$ cat config.mk
export PLATFORM = sky130hd
export DESIGN_NAME = fifo_burst_reader_flat
export DESIGN_NICKNAME = d
export VERILOG_FILES = /design/src/rtl/fifo_burst_reader_if.sv /design/src/rtl/fifo_burst_reader.sv /design/src/flat_wrapper.sv
export SDC_FILE = /design/constraint.sdc
export NUM_CORES = 1
export LEC_CHECK = 0
export CORE_ASPECT_RATIO = 1.75
export CORE_MARGIN = 2
export CORE_UTILIZATION = 40
export DETAILED_ROUTE_END_ITERATION = 10
export PLACE_DENSITY_LB_ADDON = 0.15
export SLEW_MARGIN = 20
export SYNTH_ARGS = -nofsm -noshare
export SYNTH_HDL_FRONTEND = slang
export SYNTH_SLANG_ARGS = --single-unit
export TNS_END_PERCENT = 50
$ cat constraint.sdc
create_clock -name rclk -period 2.34 [get_ports rclk]
set_input_delay 0.585 -clock rclk [delete_from_list [all_inputs] [get_ports rclk]]
set_output_delay 0.585 -clock rclk [all_outputs]
set_load 0.01 [all_outputs]
$ cat src/rtl/fifo_burst_reader_if.sv
// Handshake bundle between the FIFO read port, the burst reader and the downstream stream.
// master = burst reader view, slave = FIFO/stream environment view.
interface fifo_burst_reader_if #(
  parameter int DATA_WIDTH = 16
);
  logic                  fifo_nempty;
  logic                  fifo_re;
  logic [DATA_WIDTH-1:0] fifo_data;
  logic                  out_valid;
  logic                  out_ready;
  logic [DATA_WIDTH-1:0] out_data;
  logic                  out_first;
  logic                  out_last;
  logic                  out_pad;

  modport master (
    input  fifo_nempty, fifo_data, out_ready,
    output fifo_re, out_valid, out_data, out_first, out_last, out_pad
  );

  modport slave (
    output fifo_nempty, fifo_data, out_ready,
    input  fifo_re, out_valid, out_data, out_first, out_last, out_pad
  );
endinterface

$ cat src/rtl/fifo_burst_reader.sv
// Pops FIFO words into a 2-entry skid buffer and streams whole 2**BURST_LOG bursts, zero-padding on idle timeout or flush.
// Latency: word popped at edge N is valid in cycle N+1; backpressure: out_ready low with a full buffer stops pops.
module fifo_burst_reader #(
  parameter int DATA_WIDTH    = 16,
  parameter int BURST_LOG     = 3,
  parameter int TIMEOUT_WIDTH = 8
) (
  input  logic                     rclk,
  input  logic                     rst_n,
  fifo_burst_reader_if.master      bus,
  input  logic [TIMEOUT_WIDTH-1:0] timeout,
  input  logic                     flush,
  output logic                     busy,
  output logic [15:0]              burst_cnt
);

  typedef enum logic {RUN = 1'b0, PAD = 1'b1} state_t;

  state_t                   state_q, state_d;
  logic [1:0]               cnt_q, cnt_d;
  logic [DATA_WIDTH-1:0]    mem_q [2];
  logic [DATA_WIDTH-1:0]    mem_d [2];
  logic [BURST_LOG-1:0]     word_idx_q, word_idx_d;
  logic [TIMEOUT_WIDTH-1:0] timer_q, timer_d;
  logic                     flush_pend_q, flush_pend_d;
  logic [15:0]              burst_cnt_q, burst_cnt_d;

  logic in_pad;
  logic pop;
  logic out_valid;
  logic xfer;
  logic data_xfer;
  logic is_last;
  logic idle;
  logic timeout_hit;
  logic pad_enter;
  logic wr_slot1;

  assign in_pad      = (state_q == PAD);
  assign pop         = rst_n & ~in_pad & bus.fifo_nempty & (cnt_q != 2'd2);
  assign out_valid   = (cnt_q != 2'd0) | in_pad;
  assign xfer        = out_valid & bus.out_ready;
  assign data_xfer   = xfer & ~in_pad;
  assign is_last     = &word_idx_q;
  assign idle        = ~in_pad & (word_idx_q != '0) & (cnt_q == 2'd0) & ~bus.fifo_nempty;
  assign timeout_hit = (timeout != '0) & (timer_q == timeout);
  assign pad_enter   = idle & (flush_pend_q | timeout_hit);
  // A popped word lands behind the head unless the head leaves in the same cycle.
  assign wr_slot1    = (cnt_q == 2'd1) & ~data_xfer;

  assign bus.fifo_re   = pop;
  assign bus.out_valid = out_valid;
  assign bus.out_data  = in_pad ? '0 : mem_q[0];
  assign bus.out_first = (word_idx_q == '0);
  assign bus.out_last  = is_last;
  assign bus.out_pad   = in_pad;

  assign busy      = (word_idx_q != '0) | (cnt_q != 2'd0) | in_pad;
  assign burst_cnt = burst_cnt_q;

  always_comb begin
    state_d      = state_q;
    cnt_d        = cnt_q;
    mem_d        = mem_q;
    word_idx_d   = word_idx_q;
    timer_d      = timer_q;
    flush_pend_d = flush_pend_q;
    burst_cnt_d  = burst_cnt_q;

    if (data_xfer) begin
      mem_d[0] = mem_q[1];
    end
    if (pop) begin
      if (wr_slot1) begin
        mem_d[1] = bus.fifo_data;
      end else begin
        mem_d[0] = bus.fifo_data;
      end
    end
    cnt_d = cnt_q + {1'b0, pop} - {1'b0, data_xfer};

    if (xfer) begin
      word_idx_d = word_idx_q + BURST_LOG'(1);
      if (is_last) begin
        burst_cnt_d = burst_cnt_q + 16'd1;
      end
    end

    if (idle) begin
      if (timer_q != '1) begin
        timer_d = timer_q + TIMEOUT_WIDTH'(1);
      end
    end else begin
      timer_d = '0;
    end

    // Closing the burst (by padding or naturally) retires any request in the same cycle.
    if (pad_enter | (data_xfer & is_last)) begin
      flush_pend_d = 1'b0;
    end else if (flush & ~in_pad & ((word_idx_q != '0) | (cnt_q != 2'd0))) begin
      flush_pend_d = 1'b1;
    end

    case (state_q)
      RUN: if (pad_enter) state_d = PAD;
      PAD: if (xfer & is_last) state_d = RUN;
      default: state_d = RUN;
    endcase
  end

  always_ff @(posedge rclk) begin
    if (!rst_n) begin
      state_q      <= RUN;
      cnt_q        <= 2'd0;
      mem_q[0]     <= '0;
      mem_q[1]     <= '0;
      word_idx_q   <= '0;
      timer_q      <= '0;
      flush_pend_q <= 1'b0;
      burst_cnt_q  <= 16'd0;
    end else begin
      state_q      <= state_d;
      cnt_q        <= cnt_d;
      mem_q        <= mem_d;
      word_idx_q   <= word_idx_d;
      timer_q      <= timer_d;
      flush_pend_q <= flush_pend_d;
      burst_cnt_q  <= burst_cnt_d;
    end
  end

endmodule
$ cat src/flat_wrapper.sv
// flat-port wrapper written by rule: the top's interface ports become plain ports
module fifo_burst_reader_flat 
#(
  parameter int DATA_WIDTH    = 16,
  parameter int BURST_LOG     = 3,
  parameter int TIMEOUT_WIDTH = 8
)
  (rclk, rst_n, timeout, flush, busy, burst_cnt, bus_fifo_nempty, bus_fifo_data, bus_out_ready, bus_fifo_re, bus_out_valid, bus_out_data, bus_out_first, bus_out_last, bus_out_pad);
  fifo_burst_reader_if #(.DATA_WIDTH(DATA_WIDTH)) bus_i ();
  input  logic rclk;
  input  logic rst_n;
  input  logic [TIMEOUT_WIDTH-1:0] timeout;
  input  logic flush;
  output logic busy;
  output logic [15:0] burst_cnt;
  input wire logic [$bits(bus_i.fifo_nempty)-1:0] bus_fifo_nempty;
  input wire logic [$bits(bus_i.fifo_data)-1:0] bus_fifo_data;
  input wire logic [$bits(bus_i.out_ready)-1:0] bus_out_ready;
  output wire logic [$bits(bus_i.fifo_re)-1:0] bus_fifo_re;
  output wire logic [$bits(bus_i.out_valid)-1:0] bus_out_valid;
  output wire logic [$bits(bus_i.out_data)-1:0] bus_out_data;
  output wire logic [$bits(bus_i.out_first)-1:0] bus_out_first;
  output wire logic [$bits(bus_i.out_last)-1:0] bus_out_last;
  output wire logic [$bits(bus_i.out_pad)-1:0] bus_out_pad;
  assign bus_i.fifo_nempty = bus_fifo_nempty;
  assign bus_i.fifo_data = bus_fifo_data;
  assign bus_i.out_ready = bus_out_ready;
  assign bus_fifo_re = bus_i.fifo_re;
  assign bus_out_valid = bus_i.out_valid;
  assign bus_out_data = bus_i.out_data;
  assign bus_out_first = bus_i.out_first;
  assign bus_out_last = bus_i.out_last;
  assign bus_out_pad = bus_i.out_pad;
  fifo_burst_reader #(.DATA_WIDTH(DATA_WIDTH), .BURST_LOG(BURST_LOG), .TIMEOUT_WIDTH(TIMEOUT_WIDTH)) u_core (.rclk(rclk), .rst_n(rst_n), .bus(bus_i), .timeout(timeout), .flush(flush), .busy(busy), .burst_cnt(burst_cnt));
endmodule
Word level (Yosys, flattened, before mapping):

Cells that the tools add are included.

* output and inout port bits: 38
* register bits after elaboration: 63
* input port bits: 29

* add/subtract/negate cells: 5
* multiplexer cells: 8
* reductions and logical operators: 10
* bitwise operators: 24
* eq/ne operators: 4

Operators with widths (count)
* $mux W16: 4
* $mux W32: 1
* $add A16 B1 Y16 const B: 1
* $and A1 B1 Y1: 15
* $add A8 B1 Y8 const B: 1
* $eq A8 B8 Y1: 1
* $ne A8 B8 Y1 const B: 1
* $reduce_bool A8 Y1: 1
* $or A1 B1 Y1: 5
* $not A1 Y1: 4
* $reduce_and A2 Y1: 2
* $reduce_and A4 Y1: 1
* $add A3 B1 Y3 const B: 1
* $logic_not A3 Y1: 1
* $reduce_and A3 Y1: 1
* $reduce_bool A3 Y1: 1
* $add A2 B1 Y2: 1
* $eq A2 B1 Y1 const B: 1
* $logic_not A2 Y1: 1
* $mux W1: 2
* $ne A2 B2 Y1 const B: 1
* $pmux W1 S2: 1
* $reduce_bool A2 Y1: 1
* $reduce_or A2 Y1: 1
* $sub A2 B1 Y2: 1

Depth between registers and ports, before layout:

Gate-level depths: netlist (run 1).

* word-level depth: 8
* gate-level depth with buffers: 11
* mapped depth without buffers: 8

Worst setup path after synthesis (run 1):

OpenSTA, ideal clock, no wires.

* path type: input -> register
* start point: in bus_fifo_nempty
* end point: reg u_core.cnt_q[0]
* setup slack: 0.068 ns
* data required time: 2.225 ns
* arrival time: 2.157 ns
* cell stages on the path: 8
* path buffers: 1
* cells stage by stage: nand3b_1 -> a21oi_1 -> clkinv_1 -> clkbuf_1 -> ha_1 -> inv_1 -> ha_1 -> and2_1

* word-level cells in the longest chain between the ends: 4

Ends and longest elaborated chain
* from (decl): line flat_wrapper.sv:16 `input wire logic [$bits(bus_i.fifo_nempty)-1:0] bus_fifo_nempty;`
* $and A1 B1 Y1 (2 in series): line fifo_burst_reader.sv:40 `assign pop = rst_n & ~in_pad & bus.fifo_nempty & (cnt_q != 2'd2);`
* net bus_fifo_re: line flat_wrapper.sv:19 `output wire logic [$bits(bus_i.fifo_re)-1:0] bus_fifo_re;`
* $add A2 B1 Y2: line fifo_burst_reader.sv:80 `cnt_d = cnt_q + {1'b0, pop} - {1'b0, data_xfer};`
* $sub A2 B1 Y2: line fifo_burst_reader.sv:80
* net u_core.cnt_d[0]: line fifo_burst_reader.sv:20 `logic [1:0] cnt_q, cnt_d;`
* to (signal assigned): line fifo_burst_reader.sv:123 `cnt_q <= cnt_d;`
* to (decl): line fifo_burst_reader.sv:20

The timed path passes the listed nets, and every way through them passes these cells.
A chain may end at the register's enable or synchronous reset.

Final worst setup path (run 1):

* start point: in rst_n
* end point: out bus_fifo_re

* word-level cells in the longest chain between the ends: 3

Ends and longest elaborated chain
* from (decl): line flat_wrapper.sv:11 `input logic rst_n;`
* $and A1 B1 Y1 (3 in series): line fifo_burst_reader.sv:40
* to (decl): line flat_wrapper.sv:19

Every way passes these cells.

==> impl_metrics.py, run 1 <==
metrics = {
    "routing": {
        "dr.pass1.iters": 4,
        "vias_per_cell": 5.42,
        "wire_per_inst_um": 14.5,
        "vias": 2861,
        "ant_nets": 0,
        "drc_errors": 0,
        "drtIter0Drc": 108,
        "wirelength_um": 7660,
    },
    "final_layout": {
        "multi_input_area_mm2": 0.00165,
        "diodes": 0,
        "nNetsFinal": 472,
        "fillers": 709,
        "syn_to_final_growth_pct": 36.4,
        "drive_gt1_share_pct": 9.32,
        "regArea_mm2": 0.00126,
        "utilization_pct": 55.6,
    },
    "global_routing": {
        "grt_antenna_before_repair": 0,
        "grt_busiest_layer": "met2",
        "grt.total_usage_pct": 18.9,
        "grt_max_degree": 32,
        "grt_util_met1_pct": 21.1,
        "use_met3_pct": 4.11,
        "met2_usage_pct": 33.8,
        "grt_pass1_wl_um": 12800,
        "gr-total-overflow": 0,
        "grt_pass1_vias": 2781,
    },
    "logic_synthesis": {
        "synth_cell_types": 39,
        "avgSynthCellArea_um2": 8.45,
        "netlist_area_mm2": 0.00306,
        "synth_nets": 398,
        "synthFlopType": "dfxtp_1",
        "syn_inst": 362,
        "synth_edf_count": 0,
        "ys_seq_elements": 63,
        "synth.most_common_cell": "dfxtp_1",
        "synth_top_area_cell": "dfxtp_1",
        "ys.warnings.count": 0,
        "ys_seq_area_share_pct": 41.2,
        "asyncSetResetFlopFracSynth_pct": 0,
        "yosysTopAreaCellShare_pct": 41.2,
        "ys_top_cells_by_count": "dfxtp_1, nor2_1, nand3_1",
        "synth.area.top_cells": "dfxtp_1, mux2i_1, xnor2_1",
    },
    "die": {
        "std_cell_rows": 42,
        "die_h_um": 120,
        "io_pins": 67,
        "initial_core_util_pct": 40.7,
        "die_area_mm2": 0.00839,
        "die_width_um": 70.1,
        "core_area_mm2": 0.00751,
    },
    "timing": {
        "hold_violations": 0,
        "worst_pin_slew_ns": 0.362,
        "clock.fmax_mhz": 439,
        "finalSetupViolCount": 0,
        "skew_ns": 0.00680,
        "min_period_over_period_pct": 97.4,
        "drv_slew": 0,
        "slew_headroom_pct": 75.2,
        "rsz0062_at_grt": "false",
        "min_period_ns": 2.28,
        "layout_setup_ws_ns": 0.0603,
    },
    "clocking": {
        "clock_sinks": 63,
        "clk_latency_ns": 0.33,
        "cts.htree.levels": 3,
        "path_clk_slew_ns": 0.05,
        "clock-root-buffer": "clkbuf_16",
        "cts_buffers": 9,
        "clockBufferDepth": 2,
        "cts_tree": "built",
    },
    "worst_setup_path": {
        "start_kind": "primary input",
        "crit_type": "primary input to output port",
        "crit_path_start": "rst_n",
        "end_kind": "output port",
        "r2r-start": "u_core.bus.out_pad",
        "required_ns": 1.75,
        "cp.arrival_ns": 1.69,
        "path_max_fanout": 3,
    },
    "power": {
        "swShare_pct": 31.1,
        "power.share.sequential_pct": 36.2,
        "leakage_nw": 1.62,
        "vdd_drop_max_uv": 440,
        "p_int_mw": 2.39,
        "p_per_area_mw_per_mm2": 829,
        "combPwrFrac_pct": 29.8,
        "clkPwrFrac_pct": 34.0,
        "power.switching_mw": 1.08,
    },
    "place": {
        "routabilityCongestion": 0.849,
        "io_buffers": 66,
        "hpwl_um": 5390,
        "place_ws_ns": -0.295,
    },
    "run": {
        "drv_cap": 0,
    },
    "worst_hold_path": {
        "min-delay-start": "u_core.burst_cnt[15]",
        "hold_path_class": "flop to flop",
    },
    "status": {
        "status": "finished, final reports clean",
    },
}
metrics by stage:
step	power (mW)	TNS, ns	cells	hold WS (ns)	cell area, µm²
3_3_place_gp	2.29	-0.494	512	0.469	3900
6_report	3.46	0	528	0.475	4180
5_1_grt	3.66	0	528	0.495	4180
2_1_floorplan	1.83	0	362	0.454	3060
4_1_cts	3.50	0	528	0.479	4170
3_5_place_dp	2.30	-0.773	512	0.470	3900
state kept, by name, summed over array words and instances (netlist names):
register / cells
u_core.mem_q: 32
u_core.flush_pend_q: 1
u_core.timer_q: 8
u_core.word_idx_q: 3
u_core.cnt_q: 2
u_core.burst_cnt: 16
u_core.bus.out_pad: 1
path summary, 6_finish.rpt:
path	slack [ns]	cells past startpoint	to
worst max-delay path	0.06	4	bus_fifo_re
worst min register to register	0.48	2	u_core.burst_cnt[15]
worst max register to register	0.33	5	u_core.burst_cnt[11]
worst min-delay path	0.48	2	u_core.burst_cnt[15]
per-layer routing:
metal  wire (µm)  vias to the layer above
met5           0                        -
met4         111                        0
met3         357                        9
met2        4000                       61
met1        3190                     1350
li1            -                     1441
layout make-up:
| class | instances | share of cell area, % |
|---|---|---|
| Multi-Input combinational cell | 261 | 39.5 |
| Sequential cell | 63 | 30.2 |
| Timing Repair Buffer | 86 | 20.0 |
| Clock buffer | 10 | 5.72 |
| Tap cell | 88 | 2.64 |
| Inverter | 15 | 1.35 |
| Clock inverter | 5 | 0.599 |
timing repair:
item	4_1_cts	5_1_grt
setup buffers	1	0
pin swaps	0	0
hold buffers	0	0
resized for setup	3	1
cloned	0	0
endpoints found under the setup margin	2	1
cells in the final DEF, fill, tap and decap left out, types with 3 or more instances in the layout:
master / netlist / final
clkinv_2: 0 / 5
a311oi_1: 17 / 17
nor4_1: 6 / 6
o21ai_0: 5 / 5
nand4_1: 7 / 7
xnor2_1: 20 / 20
mux2i_1: 18 / 18
nand3_1: 30 / 30
ha_1: 7 / 7
or3_1: 5 / 5
a31oi_1: 4 / 4
a21oi_1: 13 / 12
inv_1: 13 / 13
o31ai_1: 3 / 3
dfxtp_1: 63 / 62
buf_4: 1 / 18
clkdlybuf4s50_1: 0 / 64
clkbuf_16: 0 / 9
nor2_1: 34 / 34
nor3_1: 21 / 21
nor2b_1: 17 / 17
nand2_1: 28 / 28
nand2b_1: 3 / 3
or4_1: 5 / 5
kinds of logic (layout without fill, tap and decap cells):
group,count (synthesis),in the layout,synth area share [%]
flops,63,63,41.2
mux,18,18,5.89
simple gates,166,166,27.6
xor+xnor,21,21,6.01
fa+ha+maj,7,7,2.86
compound gates,49,49,11.4
buf+inv,38,116,5.03
worst max-delay path, cell delays in order:
cell and delay, ns:
clkdlybuf4s50_1 0.48, nand3b_1 0.13, a21oi_2 0.18, dlygate4sd2_1 0.32
power by group through the flow:
stage | clock (mW) | combinational [mW] | sequential, mW
2_1_floorplan | 0 | 0.599 | 1.23
3_3_place_gp | 0 | 1.03 | 1.27
3_5_place_dp | 0 | 1.03 | 1.27
4_1_cts | 1.21 | 1.04 | 1.25
5_1_grt | 1.26 | 1.14 | 1.27
6_report | 1.18 | 1.03 | 1.25
Power figures use the tool's default switching activity.
==> inputs of run 2 (changes only) <==
--- a/config.mk
+++ b/config.mk
@@ -6,10 +6,11 @@
 export NUM_CORES = 1
 export LEC_CHECK = 0
 export CORE_ASPECT_RATIO = 1.75
-export CORE_MARGIN = 2
+export CORE_MARGIN = 5
 export CORE_UTILIZATION = 40
 export DETAILED_ROUTE_END_ITERATION = 10
 export PLACE_DENSITY_LB_ADDON = 0.15
+export RECOVER_POWER = 25
 export SLEW_MARGIN = 20
 export SYNTH_ARGS = -nofsm -noshare
 export SYNTH_HDL_FRONTEND = slang
==> constraint.sdc (replaced) <==
create_clock -name rclk -period 2.2 [get_ports rclk]
set_input_delay 0.55 -clock rclk [delete_from_list [all_inputs] [get_ports rclk]]
set_output_delay 0.55 -clock rclk [all_outputs]
set_load 0.01 [all_outputs]
==> impl_metrics.py, run 2 (synthesis gave the netlist of run 1 again) <==
metrics = {
    "status": {
        "status": "finished, final reports clean",
    },
    "timing": {
        "finalSetupViolCount": 0,
        "worst_pin_slew_ns": 0.555,
        "drv_slew": 0,
        "rsz0062_at_grt": "true",
        "clock.fmax_mhz": 474,
        "fin_tns_setup_ns": 0,
        "layout_setup_ws_ns": 0.0885,
        "slew_headroom_pct": 63.0,
        "hold_violations": 0,
        "min_period_over_period_pct": 96.0,
        "min_period_ns": 2.11,
        "hold_slack_ns": 0.476,
        "skew_ns": 0.00441,
    },
    "global_routing": {
        "grt.total_usage_pct": 17.2,
        "grt_antenna_before_repair": 0,
        "grt_max_degree": 29,
        "gr-total-overflow": 0,
        "grt_pass1_wl_um": 13600,
        "grt_pass1_vias": 2797,
    },
    "worst_setup_path": {
        "r2r_slack_ns": 0.23,
        "crit_buf_inv": 3,
        "crit_path_start": "u_core.bus.out_pad",
        "path_cells": "nor3_1 > buf_4 > inv_1 > clkdlybuf4s50_1",
        "r2r-start": "u_core.bus.out_pad",
        "end_kind": "output port",
        "reg2regPathDepth": 5,
        "required_ns": 1.65,
        "crit_type": "flop to output port",
        "path_delay_family": "buffers and inverters",
        "rr_endpoint": "u_core.burst_cnt[11]",
        "start_kind": "flop",
        "cp.depth": 4,
        "slowest_stage": "clkdlybuf4s50_1",
        "max_stage_delay_ns": 0.54,
        "path_max_fanout": 5,
        "cp-endpoint": "bus_out_valid",
        "cp.arrival_ns": 1.56,
    },
    "routing": {
        "drtIter0Drc": 121,
        "wire_per_inst_um": 15.3,
        "dr.pass1.iters": 4,
        "vias_per_cell": 5.39,
        "vias": 2860,
        "drc_errors": 0,
        "ant_nets": 0,
        "wirelength_um": 8140,
    },
    "final_layout": {
        "fillers": 724,
        "multi_input_area_mm2": 0.00165,
        "diodes": 0,
        "regArea_mm2": 0.00127,
        "nNetsFinal": 475,
        "drive_gt1_share_pct": 9.71,
        "fin_cells": 531,
        "largest_reg_flops": 32,
        "layout.cells.most_common_list": "dfxtp_1, clkdlybuf4s50_1, nor2_1",
        "layout_commonest_cell": "dfxtp_1",
        "top_register": "u_core.mem_q",
        "utilization_pct": 55.8,
        "syn_to_final_growth_pct": 37.0,
    },
    "clocking": {
        "cts.htree.levels": 3,
        "clock-root-buffer": "clkbuf_16",
        "clock_sinks": 63,
        "clockBufferDepth": 2,
        "path_clk_slew_ns": 0.05,
        "clk_latency_ns": 0.32,
        "cts_hold_buf": 0,
        "cts_tree": "built",
        "cts_buffers": 9,
    },
    "die": {
        "io_pins": 67,
        "initial_core_util_pct": 40.7,
        "core_area_mm2": 0.00751,
        "die_area_mm2": 0.00957,
        "die_h_um": 126,
        "die_width_um": 76.1,
        "std_cell_rows": 42,
    },
    "place": {
        "io_buffers": 66,
        "place_ws_ns": -0.270,
        "hpwl_um": 5780,
        "routabilityCongestion": 0.815,
        "place_inst": 515,
    },
    "worst_hold_path": {
        "holdPathStages": 2,
        "hold_path_class": "flop to flop",
    },
    "run": {
        "drv_cap": 0,
    },
    "power": {
        "vdd_drop_max_uv": 513,
        "leakage_nw": 1.67,
        "p_per_area_mw_per_mm2": 885,
    },
}
[run 2: power by group]
group	switching (mW)	internal [mW]
logic	0.602	0.531
registers	0.0753	1.25
clock network	0.466	0.785
total	1.14	2.57
[run 2: how the worst min path moves through the flow]
stage / startpoint / to
after floorplan: u_core.mem_q[16] / u_core.mem_q[16]
final: u_core.burst_cnt[15] / u_core.burst_cnt[15]
after global routing: u_core.mem_q[17] / u_core.mem_q[17]
after CTS: u_core.burst_cnt[15] / u_core.burst_cnt[15]
after detailed placement: u_core.burst_cnt[15] / u_core.burst_cnt[15]
after global placement: u_core.burst_cnt[15] / u_core.burst_cnt[15]
[run 2: per-layer routing]
layer  wire [µm]  vias to the layer above  global-route usage, %
met3         421                        8                   4.50
li1            -                     1441                      -
met1        3350                     1336                   20.1
met2        4250                       75                   29.7
met5           0                        -                      0
met4         115                        0                   6.90
[run 2: metrics by stage]
stage                     power, mW  instance area (µm²)
after floorplan                1.95                 3060
after global placement         2.48                 3930
after detailed placement       2.49                 3930
after CTS                      3.76                 4200
after global routing           3.91                 4190
final                          3.71                 4190
[run 2: layout make-up]
type	count	share of cell area, %
inverter	15	1.34
clock inverter	1	0.119
multi-input combinational	261	39.4
clock buffer	14	6.06
tap	88	2.63
sequential	63	30.2
timing repair buffer	89	20.3
[run 2: tightest hold or removal path, delay by kind of cell, from the launching register on]
| kind | cells | cell delay [ns] |
|---|---|---|
| DFF | 1 | 0.31 |
| AOI/OAI and AO/OA | 2 | 0.11 |
[run 2: repair_timing]
| action | 4_1_cts | 5_1_grt |
|---|---|---|
| gates cloned | 0 | 0 |
| endpoints found under the setup margin | 4 | 9 |
| buffers inserted | 1 | 0 |
| gates resized for setup | 5 | 8 |
==> inputs of run 3 (changes only) <==
--- a/config.mk
+++ b/config.mk
@@ -5,9 +5,11 @@
 export SDC_FILE = /design/constraint.sdc
 export NUM_CORES = 1
 export LEC_CHECK = 0
+export CELL_PAD_IN_SITES_DETAIL_PLACEMENT = 1
+export CELL_PAD_IN_SITES_GLOBAL_PLACEMENT = 2
 export CORE_ASPECT_RATIO = 1.75
 export CORE_MARGIN = 5
-export CORE_UTILIZATION = 40
+export CORE_UTILIZATION = 29
 export DETAILED_ROUTE_END_ITERATION = 10
 export PLACE_DENSITY_LB_ADDON = 0.15
 export RECOVER_POWER = 25
==> impl_metrics.py, run 3 (synthesis gave the netlist of run 1 again) <==
metrics = {
    "worst_setup_path": {
        "required_ns": 1.65,
        "start_kind": "flop",
        "crit_type": "flop to output port",
        "end_kind": "output port",
        "cp.arrival_ns": 1.56,
        "path_max_fanout": 13,
    },
    "global_routing": {
        "grt_max_degree": 27,
        "grt.total_usage_pct": 15.3,
        "gr-total-overflow": 0,
        "grt_antenna_before_repair": 0,
        "grt_pass1_vias": 3174,
        "grt_pass1_wl_um": 15400,
    },
    "routing": {
        "wirelength_um": 9340,
        "wire_per_inst_um": 16.4,
        "vias_per_cell": 5.16,
        "dr.pass1.iters": 4,
        "ant_nets": 0,
        "drc_errors": 0,
        "drtIter0Drc": 59,
        "vias": 2943,
    },
    "final_layout": {
        "nNetsFinal": 475,
        "drive_gt1_share_pct": 9.93,
        "utilization_pct": 41.7,
        "fillers": 1258,
        "top_register": "u_core.mem_q",
        "regArea_mm2": 0.00126,
        "diodes": 0,
        "largest_reg_flops": 32,
        "layout_commonest_cell": "dfxtp_1",
        "finalInstanceArea_mm2": 0.00429,
        "syn_to_final_growth_pct": 40.2,
        "multi_input_area_mm2": 0.00166,
        "layout.cells.most_common_list": "dfxtp_1, clkdlybuf4s50_1, nor2_1",
    },
    "place": {
        "io_buffers": 66,
        "routabilityCongestion": 0.781,
        "postPlaceCellArea_mm2": 0.00398,
        "place_ws_ns": -0.264,
        "hpwl_um": 6880,
    },
    "clocking": {
        "clockBufferDepth": 2,
        "clk_latency_ns": 0.33,
        "cts_hold_buf": 0,
        "path_clk_slew_ns": 0.05,
        "cts.htree.levels": 3,
        "clock_sinks": 63,
        "clock-root-buffer": "clkbuf_16",
        "cts_tree": "built",
        "cts_buffers": 9,
    },
    "timing": {
        "rsz0062_at_grt": "false",
        "fin_tns_setup_ns": 0,
        "drv_slew": 0,
        "worst_pin_slew_ns": 0.553,
        "slew_headroom_pct": 63.1,
        "hold_violations": 0,
        "min_period_over_period_pct": 96.1,
        "finalSetupViolCount": 0,
        "clock.fmax_mhz": 473,
        "skew_ns": 0.00808,
        "min_period_ns": 2.11,
        "layout_setup_ws_ns": 0.0856,
    },
    "power": {
        "vdd_drop_max_uv": 419,
        "finalPower_mw": 3.93,
        "p_int_mw": 2.71,
        "power.switching_mw": 1.22,
        "p_per_area_mw_per_mm2": 915,
        "power.share.sequential_pct": 33.4,
        "swShare_pct": 31.1,
        "combPwrFrac_pct": 30.1,
        "clkPwrFrac_pct": 36.5,
        "leakage_nw": 1.75,
    },
    "die": {
        "io_pins": 67,
        "core_area_mm2": 0.0103,
        "die_width_um": 87.7,
        "die_area_mm2": 0.0128,
        "std_cell_rows": 49,
        "initial_core_util_pct": 29.7,
        "die_h_um": 146,
    },
    "status": {
        "status": "finished, final reports clean",
    },
    "worst_hold_path": {
        "hold_path_class": "flop to flop",
    },
    "run": {
        "drv_cap": 0,
    },
}
## run 3: per-stage QoR
step	hold WS (ns)	instances
floorplan	0.454	362
global placement	0.475	554
detailed placement	0.476	554
CTS	0.493	570
global route	0.508	570
finish	0.487	570
## run 3: critical path: stages, from the launching register on
cell and delay [ns]:
dfxtp_1 0.35, buf_4 0.21, nor2b_1 0.12, clkdlybuf4s50_1 0.55
## run 3: area by class of cell
class	count	share of cell area, %
sequential	63	29.4
clock buffer	12	5.98
clock inverter	3	0.991
multi-input combinational	261	38.6
tap	127	3.70
timing repair buffer	89	20.0
inverter	15	1.31
## run 3: metal layers
layer  global-route usage [%]  part of all wire [%]
met1                     15.8                    39
met2                     29.1                    56
met3                     3.23                   3.5
met4                     5.30                   1.5
met5                        0                     0
## run 3: repair_timing
action	4_1_cts	5_1_grt
gates resized for setup	4	12
setup endpoints to repair	4	7
buffers inserted	1	0
## run 3: final timing paths
kind,cells after the start,to,startpoint,slack [ns]
worst max register to register,10,u_core.cnt_q[1],u_core.bus.out_pad,0.29
worst max-delay path,3,bus_out_data[12],u_core.bus.out_pad,0.09
worst min register to register,2,u_core.mem_q[19],u_core.mem_q[19],0.49
worst min-delay path,2,u_core.mem_q[19],u_core.mem_q[19],0.49
## run 3: power groups by stage
stage                     Clock (mW)  Sequential [mW]  Combinational, mW
after floorplan                    0             1.31              0.642
final                           1.43             1.31               1.18
after global routing            1.52             1.32               1.31
after global placement             0             1.33               1.21
after CTS                       1.48             1.31               1.22
after detailed placement           0             1.33               1.22
